[config.mk]
export PLATFORM = sky130hd
export DESIGN_NAME = alu_issue_stage
export DESIGN_NICKNAME = d
export VERILOG_FILES = /design/src/rtl/riscv_pkg.sv /design/src/rtl/skid_buffer.sv /design/src/rtl/alu_issue_stage.sv
export SDC_FILE = /design/constraint.sdc
export NUM_CORES = 1
export LEC_CHECK = 0
export ABC_AREA = 1
export CORE_MARGIN = 3
export CORE_UTILIZATION = 41
export CTS_BUF_LIST = sky130_fd_sc_hd__clkbuf_8
export DETAILED_ROUTE_END_ITERATION = 6
export GPL_ROUTABILITY_DRIVEN = 0
export PLACE_DENSITY_LB_ADDON = 0.1
export SYNTH_ARGS = -nofsm -noshare
export SYNTH_HDL_FRONTEND = slang
export SYNTH_SLANG_ARGS = --single-unit
[constraint.sdc]
create_clock -name clock -period 2.5 [get_ports clock]
set_input_delay 0.75 -clock clock [delete_from_list [all_inputs] [get_ports clock]]
set_output_delay 0.75 -clock clock [all_outputs]
set_load 0.1 [all_outputs]
[src/rtl/riscv_pkg.sv]
// Shared RISC-V core types: ALU op encodings, issue packet, register constants.
package riscv_pkg;

    localparam int XLEN  = 32;
    localparam int REG_W = 5;

    localparam logic [REG_W-1:0] REG_ZERO = '0;

    typedef enum logic [3:0] {
        ALU_ADD  = 4'b0000,
        ALU_SUB  = 4'b0001,
        ALU_SLL  = 4'b0010,
        ALU_SLT  = 4'b0100,
        ALU_SLTU = 4'b0110,
        ALU_XOR  = 4'b1000,
        ALU_SRL  = 4'b1010,
        ALU_SRA  = 4'b1011,
        ALU_OR   = 4'b1100,
        ALU_AND  = 4'b1110
    } alu_op_t;

    // Fully resolved op as handed to the ALU.
    typedef struct packed {
        alu_op_t           aluop;
        logic [XLEN-1:0]   a;
        logic [XLEN-1:0]   b;
        logic [REG_W-1:0]  rd;
    } issue_pkt_t;

endpackage

[src/rtl/skid_buffer.sv]
// Generic 2-entry valid/ready buffer: main (output) register plus one skid
// register, so in_ready can be a flop while sustaining one transfer per cycle.
module skid_buffer #(
    parameter type T = logic [31:0]
) (
    input  logic clock,
    input  logic nReset,
    input  logic flush,
    input  logic in_valid,
    output logic in_ready,
    input  T     in_data,
    output logic out_valid,
    input  logic out_ready,
    output T     out_data
);

    typedef enum logic [1:0] {EMPTY, ONE, TWO} state_t;

    state_t state, state_nxt;
    T       main_q, skid_q;
    logic   accept;
    logic   load_main_in, load_main_skid, load_skid;

    assign accept    = in_valid && in_ready;
    assign out_valid = (state != EMPTY);
    assign out_data  = main_q;

    // Next-state and register-load selection; flush overrides everything.
    always_comb begin
        state_nxt      = state;
        load_main_in   = 1'b0;
        load_main_skid = 1'b0;
        load_skid      = 1'b0;
        if (flush) begin
            state_nxt = EMPTY;
        end else begin
            case (state)
                EMPTY: begin
                    if (accept) begin
                        state_nxt    = ONE;
                        load_main_in = 1'b1;
                    end
                end
                ONE: begin
                    if (accept && out_ready) begin
                        load_main_in = 1'b1;
                    end else if (accept) begin
                        state_nxt = TWO;
                        load_skid = 1'b1;
                    end else if (out_ready) begin
                        state_nxt = EMPTY;
                    end
                end
                TWO: begin
                    // in_ready is low here, so nothing new can arrive.
                    if (out_ready) begin
                        state_nxt      = ONE;
                        load_main_skid = 1'b1;
                    end
                end
                default: state_nxt = EMPTY;
            endcase
        end
    end

    // State register; in_ready looks ahead at the next state so it is a flop.
    always_ff @(posedge clock or negedge nReset) begin
        if (!nReset) begin
            state    <= EMPTY;
            in_ready <= 1'b1;
        end else begin
            state    <= state_nxt;
            in_ready <= (state_nxt != TWO);
        end
    end

    // Data registers: main loads from input or from skid, skid only from input.
    always_ff @(posedge clock or negedge nReset) begin
        if (!nReset) begin
            main_q <= '0;
            skid_q <= '0;
        end else begin
            if (load_main_in)        main_q <= in_data;
            else if (load_main_skid) main_q <= skid_q;
            if (load_skid)           skid_q <= in_data;
        end
    end

endmodule

[src/rtl/alu_issue_stage.sv]
// Decode-to-execute stage: resolves A/B operands with EX/WB forwarding at
// capture time and holds them in a skid buffer in front of the ALU.
module alu_issue_stage
    import riscv_pkg::*;
#(
    parameter int DWIDTH = XLEN,
    parameter int RWIDTH = REG_W
) (
    input  logic              clock,
    input  logic              nReset,
    input  logic              flush,
    input  logic              in_valid,
    output logic              in_ready,
    input  logic [3:0]        in_aluop,
    input  logic [RWIDTH-1:0] in_rs1,
    input  logic [RWIDTH-1:0] in_rs2,
    input  logic [DWIDTH-1:0] in_rs1_val,
    input  logic [DWIDTH-1:0] in_rs2_val,
    input  logic [DWIDTH-1:0] in_imm,
    input  logic              in_use_imm,
    input  logic              in_use_pc,
    input  logic [DWIDTH-1:0] in_pc,
    input  logic [RWIDTH-1:0] in_rd,
    input  logic              ex_wen,
    input  logic [RWIDTH-1:0] ex_rd,
    input  logic [DWIDTH-1:0] ex_data,
    input  logic              wb_wen,
    input  logic [RWIDTH-1:0] wb_rd,
    input  logic [DWIDTH-1:0] wb_data,
    output logic              out_valid,
    input  logic              out_ready,
    output logic [3:0]        out_aluop,
    output logic [DWIDTH-1:0] out_a,
    output logic [DWIDTH-1:0] out_b,
    output logic [RWIDTH-1:0] out_rd
);

    // x0 always reads zero; the younger EX result wins over WB.
    function automatic logic [DWIDTH-1:0] fwd(
        input logic [RWIDTH-1:0] rs,
        input logic [DWIDTH-1:0] rf_val,
        input logic              exw,
        input logic [RWIDTH-1:0] exr,
        input logic [DWIDTH-1:0] exd,
        input logic              wbw,
        input logic [RWIDTH-1:0] wbr,
        input logic [DWIDTH-1:0] wbd
    );
        if (rs == REG_ZERO)          return '0;
        if (exw && (exr == rs))      return exd;
        if (wbw && (wbr == rs))      return wbd;
        return rf_val;
    endfunction

    issue_pkt_t in_pkt, out_pkt;

    // Operand resolution on the incoming op; captured values are final.
    always_comb begin
        in_pkt       = '0;
        in_pkt.aluop = alu_op_t'(in_aluop);
        in_pkt.rd    = in_rd;
        in_pkt.a     = in_use_pc ? in_pc
                     : fwd(in_rs1, in_rs1_val, ex_wen, ex_rd, ex_data, wb_wen, wb_rd, wb_data);
        in_pkt.b     = in_use_imm ? in_imm
                     : fwd(in_rs2, in_rs2_val, ex_wen, ex_rd, ex_data, wb_wen, wb_rd, wb_data);
    end

    skid_buffer #(.T(issue_pkt_t)) u_skid (
        .clock     (clock),
        .nReset    (nReset),
        .flush     (flush),
        .in_valid  (in_valid),
        .in_ready  (in_ready),
        .in_data   (in_pkt),
        .out_valid (out_valid),
        .out_ready (out_ready),
        .out_data  (out_pkt)
    );

    assign out_aluop = out_pkt.aluop;
    assign out_a     = out_pkt.a;
    assign out_b     = out_pkt.b;
    assign out_rd    = out_pkt.rd;

endmodule

==> Yosys cells after proc, flatten, opt, wreduce, memory -nomap -nowiden <==
Index checks and enable logic that the tools add are counted.
{ "classes": {"n_eq_ne": 7, "mux": 45, "n_reduce_logical": 11} }
{ "ops": {"columns": ["cell", "count"], "rows": [
  ["$mux 32", 14],
  ["$mux 73", 2],
  ["$mux 1", 21],
  ["$eq 5x5->1", 4],
  ["$mux 2", 6],
  ["$logic_not 5->1", 2],
  ["$logic_and 1x1->1", 6],
  ["$pmux 2 s3", 1],
  ["$reduce_bool 2->1", 2],
  ["$eq 2x1->1 const B", 1],
  ["$eq 2x2->1 const B", 1],
  ["$logic_not 2->1", 1],
  ["$ne 2x2->1 const B", 1],
  ["$pmux 1 s2", 1]
]} }
{ "word_totals": {"reg_bits": 149, "input_bits": 230, "out_inout_bits": 75, "wordCells": 73} }

==> Longest topological paths before layout <==
{ "depth": {"word_depth": 11, "ltp_mapped": 12, "ltp_nobuf": 11} }

==> Hierarchy <==
A second synthesis with hierarchy kept.
{ "unflattened": {"cells_unflattened": 1566, "area_unflattened_um2": 10014.6} }
{ "modules_own_cells": {"columns": ["module", "instances", "cells_per_inst", "area_each_um2", "seq_area_each_um2"], "rows": [
  ["skid_buffer", 1, 897, 7161.9, 3729.8],
  ["alu_issue_stage", 1, 669, 2852.7, 0.0]
]} }

==> Worst setup path after synthesis <==
Ideal clock, no wire load.
{ "synth_timing": {"path_type": "register to register", "from": "register u_skid.in_ready", "to": "register u_skid.skid_q[10] in the netlist's numbering", "setup_ns": 0.129, "arrival_time_ns": 1.914, "t_required_ns": 2.371, "path_slack_ns": 0.457, "stages_incl_launch_ff": 8, "path_buffers": 2, "period_less_slack_ns": 2.043, "cell_sequence": "dfstp_2 -> nand2_1 -> nor2_1 -> inv_2 -> nor3_4 -> buf_2 -> buf_2 -> a31oi_1"} }
{ "synth_via": {"elab_chain_cells": 5, "elab_cells_between_ends": 6, "classes_between": "mux (4); reduce/logical (2)"} }
{ "synth_lines": {"columns": ["item", "line", "rtl"], "rows": [
  ["start: declaration", "skid_buffer.sv:10", "output logic in_ready,"],
  ["start signal: assignment", "skid_buffer.sv:73", "in_ready <= (state_nxt != TWO);"],
  ["$logic_and 1x1->1 *", "skid_buffer.sv:24", "assign accept = in_valid && in_ready;"],
  ["$mux 1 or $logic_and 1x1->1 (tied branches)", "skid_buffer.sv:47, skid_buffer.sv:45", null],
  ["$mux 1 *", "skid_buffer.sv:45", "if (accept && out_ready) begin"],
  ["$mux 1 *", "skid_buffer.sv:37", "case (state)"],
  ["$mux 1 *", "skid_buffer.sv:34", "if (flush) begin"],
  ["end signal: assignment", "skid_buffer.sv:85", "if (load_skid) skid_q <= in_data;"],
  ["end: declaration", "skid_buffer.sv:20", "T main_q, skid_q;"]
]} }
Every way passes the cells marked *; elsewhere a longest branch is shown, timed or not.
A chain may end at the register's enable or synchronous reset.

==> Worst setup path after layout <==
{ "layout_timing": {"from": "input in_rs1[2]", "to": "register u_skid.main_q (netlist bit u_skid.out_data[46])"} }
{ "layout_via": {"elab_chain_cells": 10, "elab_cells_between_ends": 18, "classes_between": "eq/ne (2); mux (13); reduce/logical (3)"} }
{ "layout_lines": {"columns": ["item", "line", "rtl"], "rows": [
  ["start: declaration", "alu_issue_stage.sv:15", "input logic [RWIDTH-1:0] in_rs1,"],
  ["$eq 5x5->1", "alu_issue_stage.sv:51", "if (wbw && (wbr == rs)) return wbd;"],
  ["$logic_and 1x1->1", "alu_issue_stage.sv:51", null],
  ["$mux 1 (2 in a row)", "alu_issue_stage.sv:51", null],
  ["$mux 1", "alu_issue_stage.sv:50", "if (exw && (exr == rs)) return exd;"],
  ["$mux 32", "alu_issue_stage.sv:52", "return rf_val;"],
  ["$mux 32", "alu_issue_stage.sv:51", null],
  ["$mux 32 *", "alu_issue_stage.sv:50", null],
  ["$mux 32 *", "alu_issue_stage.sv:62", "in_pkt.a = in_use_pc ? in_pc"],
  ["$mux 73 *", "skid_buffer.sv:83", "if (load_main_in) main_q <= in_data;"],
  ["end signal: assignment", "skid_buffer.sv:83", null],
  ["end signal: assignment", "skid_buffer.sv:84", "else if (load_main_skid) main_q <= skid_q;"],
  ["end: declaration", "skid_buffer.sv:20", null]
]} }
Every way passes the cells marked *; elsewhere a longest branch is shown, timed or not. The select of a mux whose other input is x is not followed.

==> results.txt <==
Cell Pwr Density: 809 mW/mm^2
Die Span X: 155 um
Critical Path Fanout Max: 19
most frequent cells after synthesis: 473 x nand2_1, 211 x nor2_1, 165 x nand3_1
post-synth top area share: 40.8%
RSZ-0062 raised after global routing: false
fraction of registers with async set/reset: 100%
register area share after synthesis: 41.1%
status: finished clean
register bit total from synthesis: 149
Clock Path Buffers: 2
Hold Path Class: input pin to asynchronous set/reset pin
NumNets Final: 1865
largest net degree at the start of global routing: 57
count of flip-flops with a built-in enable after synthesis: 0
die height: 155 um
Max stage delay on crit path: 0.52 ns
CP Class: input pin to flop
synth warn: 0
Hold Vio Cnt, Final: 0
post_cts resized: 0
CP Capture Type: flop
Mapped Cells: 1333
DR vias: 10400
grt ovf: 0
WP data arrival: 2.65 ns
initial antenna violation count: 2
DR pass1 iterations: 5
Max Cap Viol: 0
Starting Density: 42.4%
DRC: 0
WP data required: 2.90 ns
cell family with most CP delay: simple AND/OR/NAND/NOR gates
Clock Latency Late Sink: 0.46 ns
post-layout min period: 2.25 ns
number of global-route vias before repair: 9857
period utilization: 89.9%
Detailed Route Iter0 Violations: 748
Fin Clk Skew: 0.00997 ns
total CTS buffers: 17
CTS root buf: clkbuf_8
postcts setup bufs: 0
Boundary Pins: 305
DP Cell Count: 1891
H-tree depth: 4
predominant post-synthesis flop cell: dfrtp_1
top-count cell post-synth: nand2_1
f_max: 445 MHz
leakage power: 6.23 nW
Antenna Nets Post-Route: 0
WL final: 34900 um
Vias/cell: 5.38
global-route usage over all layers: 28.4%
Core ar.: 0.0214 mm^2
crit-path cells: clkdlybuf4s50_1 -> inv_1 -> nand2_1 -> nand2_1 -> nor2_4 -> buf_12 -> nand3_1 -> nand3_1 -> nand2_1 -> nand3_1 -> nand2_1 -> nand2_1
Post-CTS Hold Buffers: 0
Yosys cell types: 22
drt wl/cell: 18.1 um
TritonCTS clock tree: done
slowest CP cell: nor2_4
Synth Area per Inst: 6.81 um^2
syn nets: 1563
Clock transition at path regs: 0.10 ns
IO buf count: 304
Synth-to-Final Area Change: 44.1%
Startpoint Class: input pin
CP bufs+invs: 3
dpl hpwl: 26100 um
full die area: 0.0240 mm^2
Slew HR: 55.4%
Peak VDD IR: 534 uV
# setup viols final: 0
area leader, netlist: dfrtp_1
clk sinks: 149
first-pass GRT wire length: 53800 um
layout cells sized above 1: 12.6%
standard-cell rows: 53
Top cell by count, worst path: nand2_1
Slew @ Worst Pin: 0.667 ns
Synth Cell Area: 0.00908 mm^2
Non-Filler Instances: 1925
synth top area cells: dfrtp_1 41%, nand2_1 20%, nand3_1 9.1%, nor2_1 8.7%, o21a_1 5.2%
Max Slew Vio Count: 0
Finished Core Util: 61.1%
==> metrics by stage <==
stage	power, mW	setup TNS [ns]	hold WS, ns	setup slack [ns]	instance area, um^2
2_1_floorplan	7.19	0	0.437	0.457	9080
3_3_place_gp	8.72	-9.22	0.452	-0.176	12700
3_5_place_dp	8.80	-12.85	0.458	-0.203	12700
4_1_cts	10.6	0	0.216	0.291	13100
5_1_grt	11.1	0	0.222	0.105	13100
6_report	10.6	0	0.210	0.254	13100
==> area by class of cell <==
cell class / instances / area [um^2]
flip-flops and latches: 149 / 3730
fillers: 2065 / 8330
inverters: 39 / 149
clock buffers: 17 / 234
multi-input cells: 1053 / 4790
repair buffers: 375 / 3700
clock inverters: 15 / 133
diodes: 2 / 5.00
well taps: 275 / 344
==> worst paths after layout <==
kind | startpoint | to | slack [ns] | depth (start not counted)
worst max-delay path | in_rs1[2] | u_skid.out_data[46] | 0.25 | 12
worst min-delay path | nReset | u_skid.out_data[72] | 0.21 | 1
worst max register to register | u_skid.in_ready | u_skid.out_data[28] | 0.67 | 8
worst min register to register | u_skid.skid_q[70] | u_skid.skid_q[70] | 0.47 | 2
max in group asynchronous | nReset | u_skid.skid_q[38] | 1.59 | 2
min in group clock | u_skid.skid_q[70] | u_skid.skid_q[70] | 0.47 | 2
==> cell usage in the layout (no fill, tap or decap) <==
cell type / instances
buf_12: 25
a21oi_1: 2
nor2_2: 1
nor2_1: 211
inv_1: 27
nor2_4: 5
inv_6: 8
nand3_2: 5
o21ai_0: 18
o21ai_4: 1
clkbuf_8: 17
inv_4: 1
inv_2: 11
o21ai_1: 10
a31oi_1: 64
dfrtp_1: 148
dfstp_2: 1
inv_8: 2
clkinvlp_4: 3
nand2_2: 1
diode_2: 2
o21bai_4: 1
nand4_1: 33
buf_4: 121
clkdlybuf4s50_1: 228
o21a_1: 63
nand2_1: 473
nor3_4: 1
nand3_1: 164
clkinv_4: 2
buf_6: 1
==> cells by family (layout without fill, tap and decap cells) <==
family | count (synthesis) | after routing | share of synthesized area, %
other | 0 | 2 | 0
AO/OA/AOI/OAI | 159 | 159 | 11.4
flip-flops | 149 | 149 | 41.1
AND/OR/NAND/NOR | 894 | 894 | 40.7
buffers and inverters | 131 | 446 | 6.77
==> power breakdown <==
| part | leakage (nW) | switching (mW) | internal (mW) |
|---|---|---|---|
| Sequential | 1.80 | 0.430 | 3.14 |
| Clock | 0.179 | 1.10 | 0.727 |
| Combinational | 4.25 | 3.76 | 1.43 |
| Total | 6.23 | 5.29 | 5.30 |
==> registers in the layout, summed over array words and instances (netlist names) <==
signal,count
u_skid.out_data,73
u_skid.in_ready,1
u_skid.state,2
u_skid.skid_q,73
==> per-layer routing <==
layer  GRT usage (%)  wire length (um)  up-vias
li1                -                 -     4993
met1            37.9             14700     4829
met2            45.5             16300      473
met3            6.16              2770       71
met4            10.6              1170        0
met5               0                 0        -
(Power assumes the default switching activity.)
==> patch, RTL diff (config.mk and constraints unchanged) <==
Make the reset (`nReset`) synchronous in 2 clocked blocks.
--- a/src/rtl/skid_buffer.sv
+++ b/src/rtl/skid_buffer.sv
@@ -64,7 +64,7 @@
     end
 
     // State register; in_ready looks ahead at the next state so it is a flop.
-    always_ff @(posedge clock or negedge nReset) begin
+    always_ff @(posedge clock) begin
         if (!nReset) begin
             state    <= EMPTY;
             in_ready <= 1'b1;
@@ -75,7 +75,7 @@
     end
 
     // Data registers: main loads from input or from skid, skid only from input.
-    always_ff @(posedge clock or negedge nReset) begin
+    always_ff @(posedge clock) begin
         if (!nReset) begin
             main_q <= '0;
             skid_q <= '0;
Formal check against the unedited RTL: differs if nReset is asserted again (counterexample within 4 cycles, from zero or initial values and one cycle with nReset low); with nReset held inactive, the same outputs for 4 cycles.
==> patch against the unedited design <==
Synthesized area is 1.6% lower. Critical endpoint is now u_skid.out_data[50]. Non-clock buffer count fell by 19. Count of clock-buffer cells in the layout did not move. Cell area shrank 2.9%. Synthesized cell count grew 9.3%. Wire length grew 5.7%. Setup slack gained 23 ps. Sequential cell count unchanged.
Power is not compared: it rests on default switching activity, and its combinational part moved more than twofold at a synthesized area within 25%.
==> patch: results (changes against the unedited design) <==
status finished, final reports clean; htree depth 4 (unchanged); crit-path max FO 24 (+5); synthesized area per cell 6.135 sq um (-9.9%); Slowest cell on crit path clkdlybuf4s50_1; Worst Hold Depth 2; Via density 5.355 (-0.55%); Seq pwr share 39.3%; drt wl/cell 18.23 um (+0.54%); First-pass DRT Iterations 6 (+1); Synth Area in Compound Gates 20.27% (+8.9 points); fin nets 1964 (+5.3%); mux share of post-synthesis cell area 0% (unchanged); Lkg Pwr around 6.2 nW; Seq/Total Area, Yosys 33.37% (-7.7 points); CTS root buffer clkbuf_8; Post-Synth Adder-Cell Area 0% (unchanged); Synth cell types 28 (+27%); share of post-route cells with drive strength above 1 10.93% (-1.6 points); async set or reset register ratio after synthesis 0% (-100 points); Post-synth top cells 409 x nand2_1, 157 x nor2_1, 149 x dfxtp_1; Slew HR 61.34% (+5.9 points); predominant post-synthesis flop cell dfxtp_1; Port Buf Inserts 304 (unchanged); initial antenna violation count 3 (+1); Clock Tree Buf Depth 2 (unchanged); Hold Path Class reg2reg; HPWL Detailed 26620 um (+1.9%); Reg clk slew, reported paths 100 ps (about the same); largest net degree at the start of global routing 91 (+60%); xor-xnor portion of the synthesized cell area 0% (unchanged); Starting DRT DRC Count 903 (+21%); first-pass GRT wire length 56660 um (+5.3%); Peak VDD IR ~0.00023 V; syn_nets 1687 (+7.9%); vias in the first global route 10300 (+4.5%); overall routing resource usage 30.17% (+1.7 points); Worst Skew 12.28 ps (+2.309 ps); Worst EP arrival 2620 ps (-30 ps); slowest cell delay on critical path 570 ps (+50 ps); pre-CTS WS -157.1 ps (+45.58 ps); Post-CTS Setup Bufs 0 (unchanged); Num CTS Buffers 17 (unchanged); top post-synthesis cells by area dfxtp_1 33%, nand2_1 17%, nand3_1 8.2%, o21ai_0 8.1%, nor2_1 6.6%; Worst R2R Path Depth 10 (+2); Post-Layout Cell Count 2024 (+5.1%); Fill cells 2011 (-2.6%); Yosys Warn Count 0 (unchanged); Worst-Skew Late Latency about 470 ps
patch: area by class of cell:
type,count,area share (%)
antenna,2,0.03939
clock buffer,17,1.841
clock inverter,15,1.260
inverter,152,4.510
multi-input combinational,1058,38.38
sequential,149,23.48
tap,275,2.708
timing repair buffer,356,27.79
patch: logic make-up after synthesis:
family / after synthesis
buf+inv: 250
compound gates: 329
simple gates: 729
flops: 149
patch: worst paths after layout:
kind | from | endpoint | slack (ps)
worst min register to register | u_skid.skid_q[72] | u_skid.skid_q[72] | 460
worst max register to register | u_skid.state[0] | u_skid.out_data[41] | 880
worst min-delay path | u_skid.skid_q[72] | u_skid.skid_q[72] | 460
worst max-delay path | in_rs1[4] | u_skid.out_data[50] | 280
patch: metal layers:
layer	part of all wire, %	vias to the layer above	GRT usage, %	wire length, um
met2	46	599	48.57	17140
met3	9.6	72	6.445	3545
met5	0.035	-	0	13
met1	41	4939	39.92	15200
met4	2.7	2	11.14	1004
li1	-	5227	-	-
patch: power groups by stage:
stage	Clock (W)	Sequential, W	Combinational [W]
3_3_place_gp	0	0.00257	0.00196
4_1_cts	0.00195	0.00252	0.00197
3_5_place_dp	0	0.00257	0.00196
5_1_grt	0.00203	0.00253	0.00210
6_report	0.00192	0.00252	0.00197
2_1_floorplan	0	0.00312	0.000598
patch: metrics by stage:
stage	setup TNS, ps	instance area (sq um)
finish	0	12710
global route	0	12710
CTS	0	12700
detailed placement	-11180	12310
global placement	-7011	12310
floorplan	0	8939
patch: critical path, delay by kind of cell:
| family | cells | cell delay [ps] |
|---|---|---|
| AOI/OAI and AO/OA | 1 | 120 |
| buffers and inverters | 4 | 1060 |
| and+or+nand+nor | 8 | 670 |
